## config.mk

```make
export PLATFORM = sky130hd
export DESIGN_NAME = pe_mesh_drain
export DESIGN_NICKNAME = d
export VERILOG_FILES = /design/src/rtl/pe_types.sv /design/src/rtl/pe_drain_fifo.sv /design/src/rtl/pe_mesh_drain.sv
export SDC_FILE = /design/constraint.sdc
export NUM_CORES = 1
export LEC_CHECK = 0
export CAP_MARGIN = 20
export CORE_MARGIN = 2
export CORE_UTILIZATION = 43
export DETAILED_ROUTE_END_ITERATION = 6
export PLACE_DENSITY = 0.78
export SLEW_MARGIN = 20
export SYNTH_ARGS = -nofsm -noshare
export SYNTH_HDL_FRONTEND = slang
export SYNTH_HIERARCHICAL = 1
export SYNTH_SLANG_ARGS = --single-unit
```

## constraint.sdc

```tcl
create_clock -name clk -period 6.05 [get_ports clk]
set_clock_uncertainty 0.05 [all_clocks]
set_input_delay 1.815 -clock clk [delete_from_list [all_inputs] [get_ports clk]]
set_output_delay 1.815 -clock clk [all_outputs]
set_load 0.01 [all_outputs]
```

## src/rtl/pe_types.sv

```systemverilog
// Shared PE-mesh types plus a reusable round-robin picker.
package pe_types;

  localparam int unsigned PKT_SRC_W  = 4;
  localparam int unsigned PKT_DST_W  = 4;
  localparam int unsigned PKT_DATA_W = 24;

  typedef struct packed {
    logic [PKT_SRC_W-1:0]  src;
    logic [PKT_DST_W-1:0]  dst;
    logic [PKT_DATA_W-1:0] payload;
  } packet_t;

  localparam int MESH_DRAIN_CH = 8;

  // Widest request vector rr_pick handles; callers zero-extend narrower ones.
  localparam int unsigned RR_MAX_W = 32;
  localparam int unsigned RR_IDX_W = $clog2(RR_MAX_W);

  // One-hot grant to the first requester at or after ptr, wrapping at n.
  function automatic logic [RR_MAX_W-1:0] rr_pick(
    input logic [RR_MAX_W-1:0] req,
    input int unsigned         ptr,
    input int unsigned         n = MESH_DRAIN_CH
  );
    logic [RR_MAX_W-1:0] gnt;
    logic                found;
    int unsigned         idx;
    gnt   = '0;
    found = 1'b0;
    for (int unsigned k = 0; k < RR_MAX_W; k++) begin
      idx = ptr + k;
      if (idx >= n) idx = idx - n;
      if (k < n && !found && req[RR_IDX_W'(idx)]) begin
        gnt[RR_IDX_W'(idx)] = 1'b1;
        found               = 1'b1;
      end
    end
    return gnt;
  endfunction

endpackage

```

## src/rtl/pe_drain_fifo.sv

```systemverilog
// First-word-fall-through circular buffer; head is read straight from storage.
module pe_drain_fifo
  import pe_types::*;
#(
  parameter int unsigned DEPTH = 4
) (
  input  logic                         clk,
  input  logic                         rst_n,
  input  logic                         push,
  input  packet_t                      push_data,
  input  logic                         pop,
  output logic                         full,
  output logic                         empty,
  output logic [$clog2(DEPTH+1)-1:0]   count,
  output packet_t                      rdata
);

  localparam int unsigned AW = $clog2(DEPTH);
  localparam int unsigned CW = $clog2(DEPTH + 1);

  packet_t        mem [DEPTH];
  logic [AW-1:0]  wr_ptr;
  logic [AW-1:0]  rd_ptr;
  logic           do_push;
  logic           do_pop;

  assign full    = (count == CW'(DEPTH));
  assign empty   = (count == '0);
  assign do_pop  = pop && !empty;
  assign do_push = push && (!full || do_pop);
  assign rdata   = mem[rd_ptr];

  always_ff @(posedge clk or negedge rst_n) begin
    if (!rst_n) begin
      wr_ptr <= '0;
      rd_ptr <= '0;
      count  <= '0;
      for (int unsigned i = 0; i < DEPTH; i++) mem[i] <= '0;
    end else begin
      if (do_push) begin
        mem[wr_ptr] <= push_data;
        wr_ptr      <= wr_ptr + AW'(1);
      end
      if (do_pop) rd_ptr <= rd_ptr + AW'(1);
      // Simultaneous push and pop leaves occupancy unchanged.
      case ({do_push, do_pop})
        2'b10:   count <= count + CW'(1);
        2'b01:   count <= count - CW'(1);
        default: count <= count;
      endcase
    end
  end

endmodule

```

## src/rtl/pe_mesh_drain.sv

```systemverilog
// Round-robin merge of the mesh output channels into one pull-handshake stream.
module pe_mesh_drain
  import pe_types::*;
#(
  parameter int unsigned N_CH  = MESH_DRAIN_CH,
  parameter int unsigned DEPTH = 4,
  parameter int unsigned CNT_W = 16
) (
  input  logic                 clk,
  input  logic                 rst,
  output logic [N_CH-1:0]      mesh_out_deq,
  input  logic [N_CH-1:0]      mesh_out_empty,
  input  packet_t [N_CH-1:0]   mesh_out_rdata,
  input  logic                 drain_en,
  input  logic                 out_deq,
  output logic                 out_empty,
  output packet_t              out_rdata,
  output logic                 idle,
  output logic [CNT_W-1:0]     pkt_count
);

  localparam int unsigned PTR_W = $clog2(N_CH);
  localparam int unsigned CW    = $clog2(DEPTH + 1);

  logic [PTR_W-1:0]    rr_ptr;
  logic [PTR_W-1:0]    rr_ptr_nxt;
  logic [PTR_W-1:0]    gidx;
  logic [N_CH-1:0]     grant;
  logic [RR_MAX_W-1:0] pick;
  logic                space;
  logic                push;
  logic                pop;
  logic                fifo_full;
  logic [CW-1:0]       fifo_count;
  packet_t             push_data;

  // Grant selection; out_deq only matters when the buffer is full.
  always_comb begin
    grant      = '0;
    gidx       = '0;
    push_data  = '0;
    rr_ptr_nxt = rr_ptr;
    space      = !fifo_full || out_deq;
    pick       = rr_pick(RR_MAX_W'(~mesh_out_empty), 32'(rr_ptr), N_CH);
    if (rst && drain_en && space) grant = N_CH'(pick);
    for (int unsigned i = 0; i < N_CH; i++) begin
      if (grant[i]) begin
        gidx      = PTR_W'(i);
        push_data = mesh_out_rdata[i];
      end
    end
    push = |grant;
    if (push) rr_ptr_nxt = (32'(gidx) == N_CH - 1) ? '0 : gidx + PTR_W'(1);
  end

  assign mesh_out_deq = grant;
  assign pop          = out_deq && (fifo_count != '0);
  assign idle         = out_empty && (&mesh_out_empty);

  always_ff @(posedge clk or negedge rst) begin
    if (!rst) begin
      rr_ptr    <= '0;
      pkt_count <= '0;
    end else begin
      rr_ptr <= rr_ptr_nxt;
      if (pop && (pkt_count != {CNT_W{1'b1}})) pkt_count <= pkt_count + CNT_W'(1);
    end
  end

  pe_drain_fifo #(
    .DEPTH (DEPTH)
  ) u_fifo (
    .clk       (clk),
    .rst_n     (rst),
    .push      (push),
    .push_data (push_data),
    .pop       (out_deq),
    .full      (fifo_full),
    .empty     (out_empty),
    .count     (fifo_count),
    .rdata     (out_rdata)
  );

endmodule

```

# Yosys cells after proc, flatten, opt, wreduce, memory -nomap -nowiden
# Index checks and enable logic that the tools add are counted.
# op_classes
bitwise_logic	10
addsub	21
n_eq_ne	5
reduce_logical	39
order_cmp	27
mux	79
# op_table
operator	n
32-bit two-way mux	11
128-bit bitwise mux	1
8-bit two-way mux	9
32-bit binary-select mux with 2-bit select	1
32-bit demux with 2-bit select	1
8-bit bitwise OR	7
5-bit by 6-bit < comparator with 1-bit output (second input constant)	8
1-bit binary-select mux with 5-bit select	8
1-bit demux with 5-bit select	8
5-bit by 1-bit >= comparator with 1-bit output (second input constant)	8
5-bit two-way mux	8
4-bit by 4-bit subtractor with 5-bit output (second input constant)	7
8-bit inverter with 32-bit output	1
4-bit >= comparator (second input constant)	7
1-bit two-way mux	24
1-bit logical AND	23
3-bit two-way mux	7
16-bit by 1-bit adder with 16-bit output (second input constant)	1
3-bit by 3-bit adder with 4-bit output (second input constant)	4
16-bit inequality test (second input constant)	1
1-bit logical NOT	9
3-bit by 2-bit adder with 4-bit output (second input constant)	2
8-bit AND reduction	1
8-bit OR reduction	1
other kinds (17)	23
# word_totals
in_bits	268
elab_cells	198
register_bits	154
output_inout_bits	58

# Logic depth before layout (Yosys ltp)
# depth
ltp_word	36
ltp_mapped	23
ltp_nobuf	20

# By module
# The synthesis kept the hierarchy.
# modules_own_cells
mod	instances	area_each_um2	cells_each	seq_area_each_um2
pe_drain_fifo	1	5973.2	349	3378.2
pe_mesh_drain	1	4573.1	566	475.5

# Worst setup path after synthesis
# No wires, ideal clock.
# synth_path
path_kind	input -> output
from	in mesh_out_empty[5]
to	out mesh_out_deq[6]
path_buffers	2
stages	8
arrival_time_ns	4.097
required_ns	4.185
slack_ns	0.088
path_cell_list	mux4_2 > mux2_2 > or4b_4 > nor2_2 > o21ai_0 > a31oi_1 > clkbuf_1 > clkbuf_1
# synth_via
elab_chain_cells	26
elab_cells_between_ends	54
classes_between	mux (32); bitwise (8); reduce/logical (14)
# synth_rtl
item	line_no	text
start: declaration	pe_mesh_drain.sv:12	input logic [N_CH-1:0] mesh_out_empty,
8-bit inverter with 32-bit output *	pe_mesh_drain.sv:44	pick = rr_pick(RR_MAX_W'(~mesh_out_empty), 32'(rr_ptr), N_CH);
1-bit binary-select mux with 5-bit select	pe_types.sv:34	if (k < n && !found && req[RR_IDX_W'(idx)]) begin
1-bit two-way mux (implied by the code)	pe_types.sv:34	
1-bit two-way mux	pe_types.sv:34	
1-bit logical NOT	pe_types.sv:34	
1-bit logical AND	pe_types.sv:34	
1-bit two-way mux	pe_types.sv:34	
1-bit logical NOT	pe_types.sv:34	
(+10 left out)	n/a	
1-bit two-way mux	pe_types.sv:34	
1-bit logical NOT	pe_types.sv:34	
1-bit logical AND	pe_types.sv:34	
1-bit two-way mux	pe_types.sv:34	
1-bit logical NOT	pe_types.sv:34	
1-bit logical AND	pe_types.sv:34	
8-bit two-way mux *	pe_types.sv:34	
8-bit two-way mux *	pe_mesh_drain.sv:45	if (rst && drain_en && space) grant = N_CH'(pick);
end: declaration	pe_mesh_drain.sv:11	output logic [N_CH-1:0] mesh_out_deq,
# Every way passes the cells marked *; elsewhere a longest branch is shown, timed or not. The select of a mux whose other input is x is not followed.

# Final worst setup path
# layout_path
from	in mesh_out_empty[4]
to	out mesh_out_deq[2]
# The elaborated chain is that of the path after synthesis.

==> results.md <==
* Outcome: finished, final reports clean
* Detailed Route Iter0 Violations at 1006
* Num rows at 57
* Post-layout util at 63.97%
* Seq pwr share at 24.6%
* Reg-to-Reg End: u_fifo/count[2]$_DFFE_PN0P_
* Share of cells above drive strength 1 at 29.68%
* Fin Hold WS at 433.4 ps
* WS Path Type: input port to output pin
* Synthesized area at 0.01055 mm²
* Power Total at 6.960 mW
* Placed inst area at 0.01478 mm²
* HPWL after DPL at 28410 µm
* Fin worst setup slack at 74.26 ps
* WP data arrival at 4110 ps
* CTS H-tree lvls at 4
* Die Wd at 160.6 µm
* Vias at 10130
* Distinct cell type count after synthesis at 79
* GRT Overall Usage at 30.63%
* Io pins at 326
* Total detailed-routing wirelength at 40250 µm
* CTS max path bufs at 2
* Pre-CTS WS at -746.0 ps
* CTS sink count at 154
* Mapped Cells at 915
* Async SR Flop Fraction at 100.0%
* Hold Violations, Final at 0
* Relative slew slack at 36.48%
* Hold Path Class: flop to flop
* Clock latency on the worst-skew pair at 420 ps
* FMAX at 0.1673 GHz
* Clock slew at reported path FFs at 60 ps
* Synth warn at 6
* # placed instances at 1590
* Via density at 6.217
* Avg WL per Cell at 24.71 µm
* Cts hold-fix bufs at 0
* Port Buffers at 325
* Max capacitance violation total at 0
* Crit Reg-Reg Startpoint: rr_ptr[1]$_DFFE_PN0P_
* # DRC at 0
* Critical path fanouts, max at 6
* Nets at 1584
* Largest net degree at the start of global routing at 155
* CTS tree: done
* DR top layer: met4
* Crit path from: mesh_out_empty[4]
* Gpl congestion at 0.9680
* Critical path endpoint: mesh_out_deq[2]
* CP endpoint kind: output pin
* Sw frac at 40.69%
* Metal2 WL at 19270 µm
* PwrDens at 450.0 mW/mm²
* Drt pass-1 iters at 7
* Seq cells post-synth at 154
* Clock Power Share at 15.2%
* Post-layout min period at 5976 ps
* Finish-stage setup viols at 0
* FF-to-FF path depth at 21
* Comb pwr share at 60.2%
* Metal-1 WL at 16260 µm
* Routed Antenna Nets at 0
* TritonCTS Buffers at 17
* Finished Layout Cells at 1629
* Die extent in y at 160.6 µm
* Mapped Nets at 1208
* Fin crit share at 98.77%
* Setup TNS at 0 ps
* First-pass GRT wire length at 60660 µm
* Largest cells by area after synthesis: dfrtp_1 (37%), mux2_2 (14%), mux4_2 (9.0%)
* Seq/Total Area, Yosys at 36.54%
* Prevailing post-synth register cell: dfrtp_1
* Lkg Pwr at 6.548 nW
* Number of synthesized flops with an enable pin at 0
* Clock root buffer master: clkbuf_16
* Worst Setup Start Kind: input port
* Avg Cell Area, Syn at 11.53 µm²
* Core Region at 0.02418 mm²
* Power Internal at 4.128 mW
* Initial core utilization at 43.62%
* Die area at 0.02580 mm²
* Initial antenna violation count at 1
* Slew Viols, Final at 0
* Metal3 WL at 3594 µm
* Final Cell Area at 0.01546 mm²
* Crit path required time at 4180 ps
* Vias in the first global route at 10550
* Grt total ovfl at 0
* Net Switching at 2.832 mW
* Reg2reg setup slack at 570 ps
* Slew @ Worst Pin at 944.7 ps
* Synth top area share at 36.54%
* Layout area overhead at 46.64%
* Worst vdd ir at 0.0002458 V
* Largest area contributor in the netlist: dfrtp_1
sequential cells by signal, indices dropped and copies added, names as in the netlist:
| name | cells |
|---|---|
| pkt_count | 16 |
| u_fifo/mem | 128 |
| u_fifo/wr_ptr | 2 |
| u_fifo/count | 3 |
| u_fifo/rd_ptr | 2 |
| rr_ptr | 3 |
cell usage after synthesis (24+ instances only):
cell	n
nand2_1	37
a22o_1	32
clkbuf_1	52
a221oi_1	61
and3_1	33
mux2_2	132
o21ai_0	37
mux4_2	42
dfrtp_1	154
ha_1	24
o32a_1	32
nor2_1	29
o31ai_1	32
worst max-delay path, cell delays in order:
cell             delay [ps]
clkdlybuf4s15_2         230
mux4_2                  470
mux2_4                  290
or4b_4                  520
nor2_2                  170
a22oi_1                 120
a21oi_1                 190
dlygate4sd2_1           290
metal layers:
layer | vias to the layer above | GRT usage, %
li1 | 4415 | -
met1 | 5040 | 40.62
met2 | 580 | 50.14
met3 | 93 | 6.121
met4 | 0 | 10.93
met5 | - | 0
cells by family after synthesis:
group / after synthesis / synth area share (%)
compound gates: 256 / 19.40
mux: 194 / 25.48
simple gates: 163 / 8.827
flops: 154 / 36.54
buf+inv: 102 / 4.971
fa+ha+maj: 25 / 3.037
xor+xnor: 21 / 1.744
power groups by stage:
| stage | clock, mW | combinational [mW] | sequential (mW) |
|---|---|---|---|
| 2_1_floorplan | 0 | 2.45 | 1.57 |
| 3_3_place_gp | 0 | 3.95 | 1.70 |
| 3_5_place_dp | 0 | 4.00 | 1.73 |
| 4_1_cts | 1.07 | 4.08 | 1.72 |
| 5_1_grt | 1.12 | 4.40 | 1.77 |
| 6_report | 1.06 | 4.19 | 1.71 |
worst min path at each step:
| stage | from | to | slack [ps] | depth (start not counted) |
|---|---|---|---|---|
| floorplan | u_fifo/mem[32]$_DFFE_PN0P_ | u_fifo/mem[32]$_DFFE_PN0P_ | 430 | 1 |
| global placement | pkt_count[9]$_DFFE_PN0P_ | pkt_count[9]$_DFFE_PN0P_ | 420 | 1 |
| detailed placement | pkt_count[9]$_DFFE_PN0P_ | pkt_count[9]$_DFFE_PN0P_ | 420 | 1 |
| CTS | pkt_count[9]$_DFFE_PN0P_ | pkt_count[9]$_DFFE_PN0P_ | 440 | 1 |
| global route | pkt_count[9]$_DFFE_PN0P_ | pkt_count[9]$_DFFE_PN0P_ | 450 | 1 |
| finish | pkt_count[9]$_DFFE_PN0P_ | pkt_count[9]$_DFFE_PN0P_ | 430 | 1 |
final cells by class:
| type | instances | area [µm²] |
|---|---|---|
| antenna | 1 | 2.502 |
| clock inverter | 12 | 128.9 |
| inverter | 20 | 77.57 |
| timing repair buffer | 439 | 4217 |
| fill | 1890 | 8712 |
| multi-input combinational | 659 | 6321 |
| sequential | 154 | 3856 |
| clock buffer | 20 | 456.7 |
| tap | 324 | 405.4 |
placed cells by master (no fill, tap or decap), types with 5 or more instances in the layout:
cell and count:
nand2b_1 6, nand3b_1 5, nor2_1 20, o21ai_0 35, mux2_2 131, buf_6 8
clkbuf_16 17, inv_1 16, clkdlybuf4s15_2 5, xor2_1 8, o211ai_1 8, a21oi_1 11
nand4_1 9, mux2_4 6, buf_2 8, a221oi_1 60, o32a_1 32, o31ai_1 32
mux2i_1 11, mux4_2 43, xnor2_1 13, buf_12 10, nand2_1 36, nor2_4 6
dfrtp_1 152, and3_1 33, clkdlybuf4s50_1 308, nor3_1 6, ha_1 24, a22o_1 32
buf_4 97
timing repair:
| action | in CTS | in global routing |
|---|---|---|
| pin swaps | 8 | 10 |
| setup endpoints to repair | 9 | 8 |
| setup buffers | 4 | 2 |
| gates resized for setup | 67 | 15 |
No activity file was read; power rests on OpenSTA's default activity.
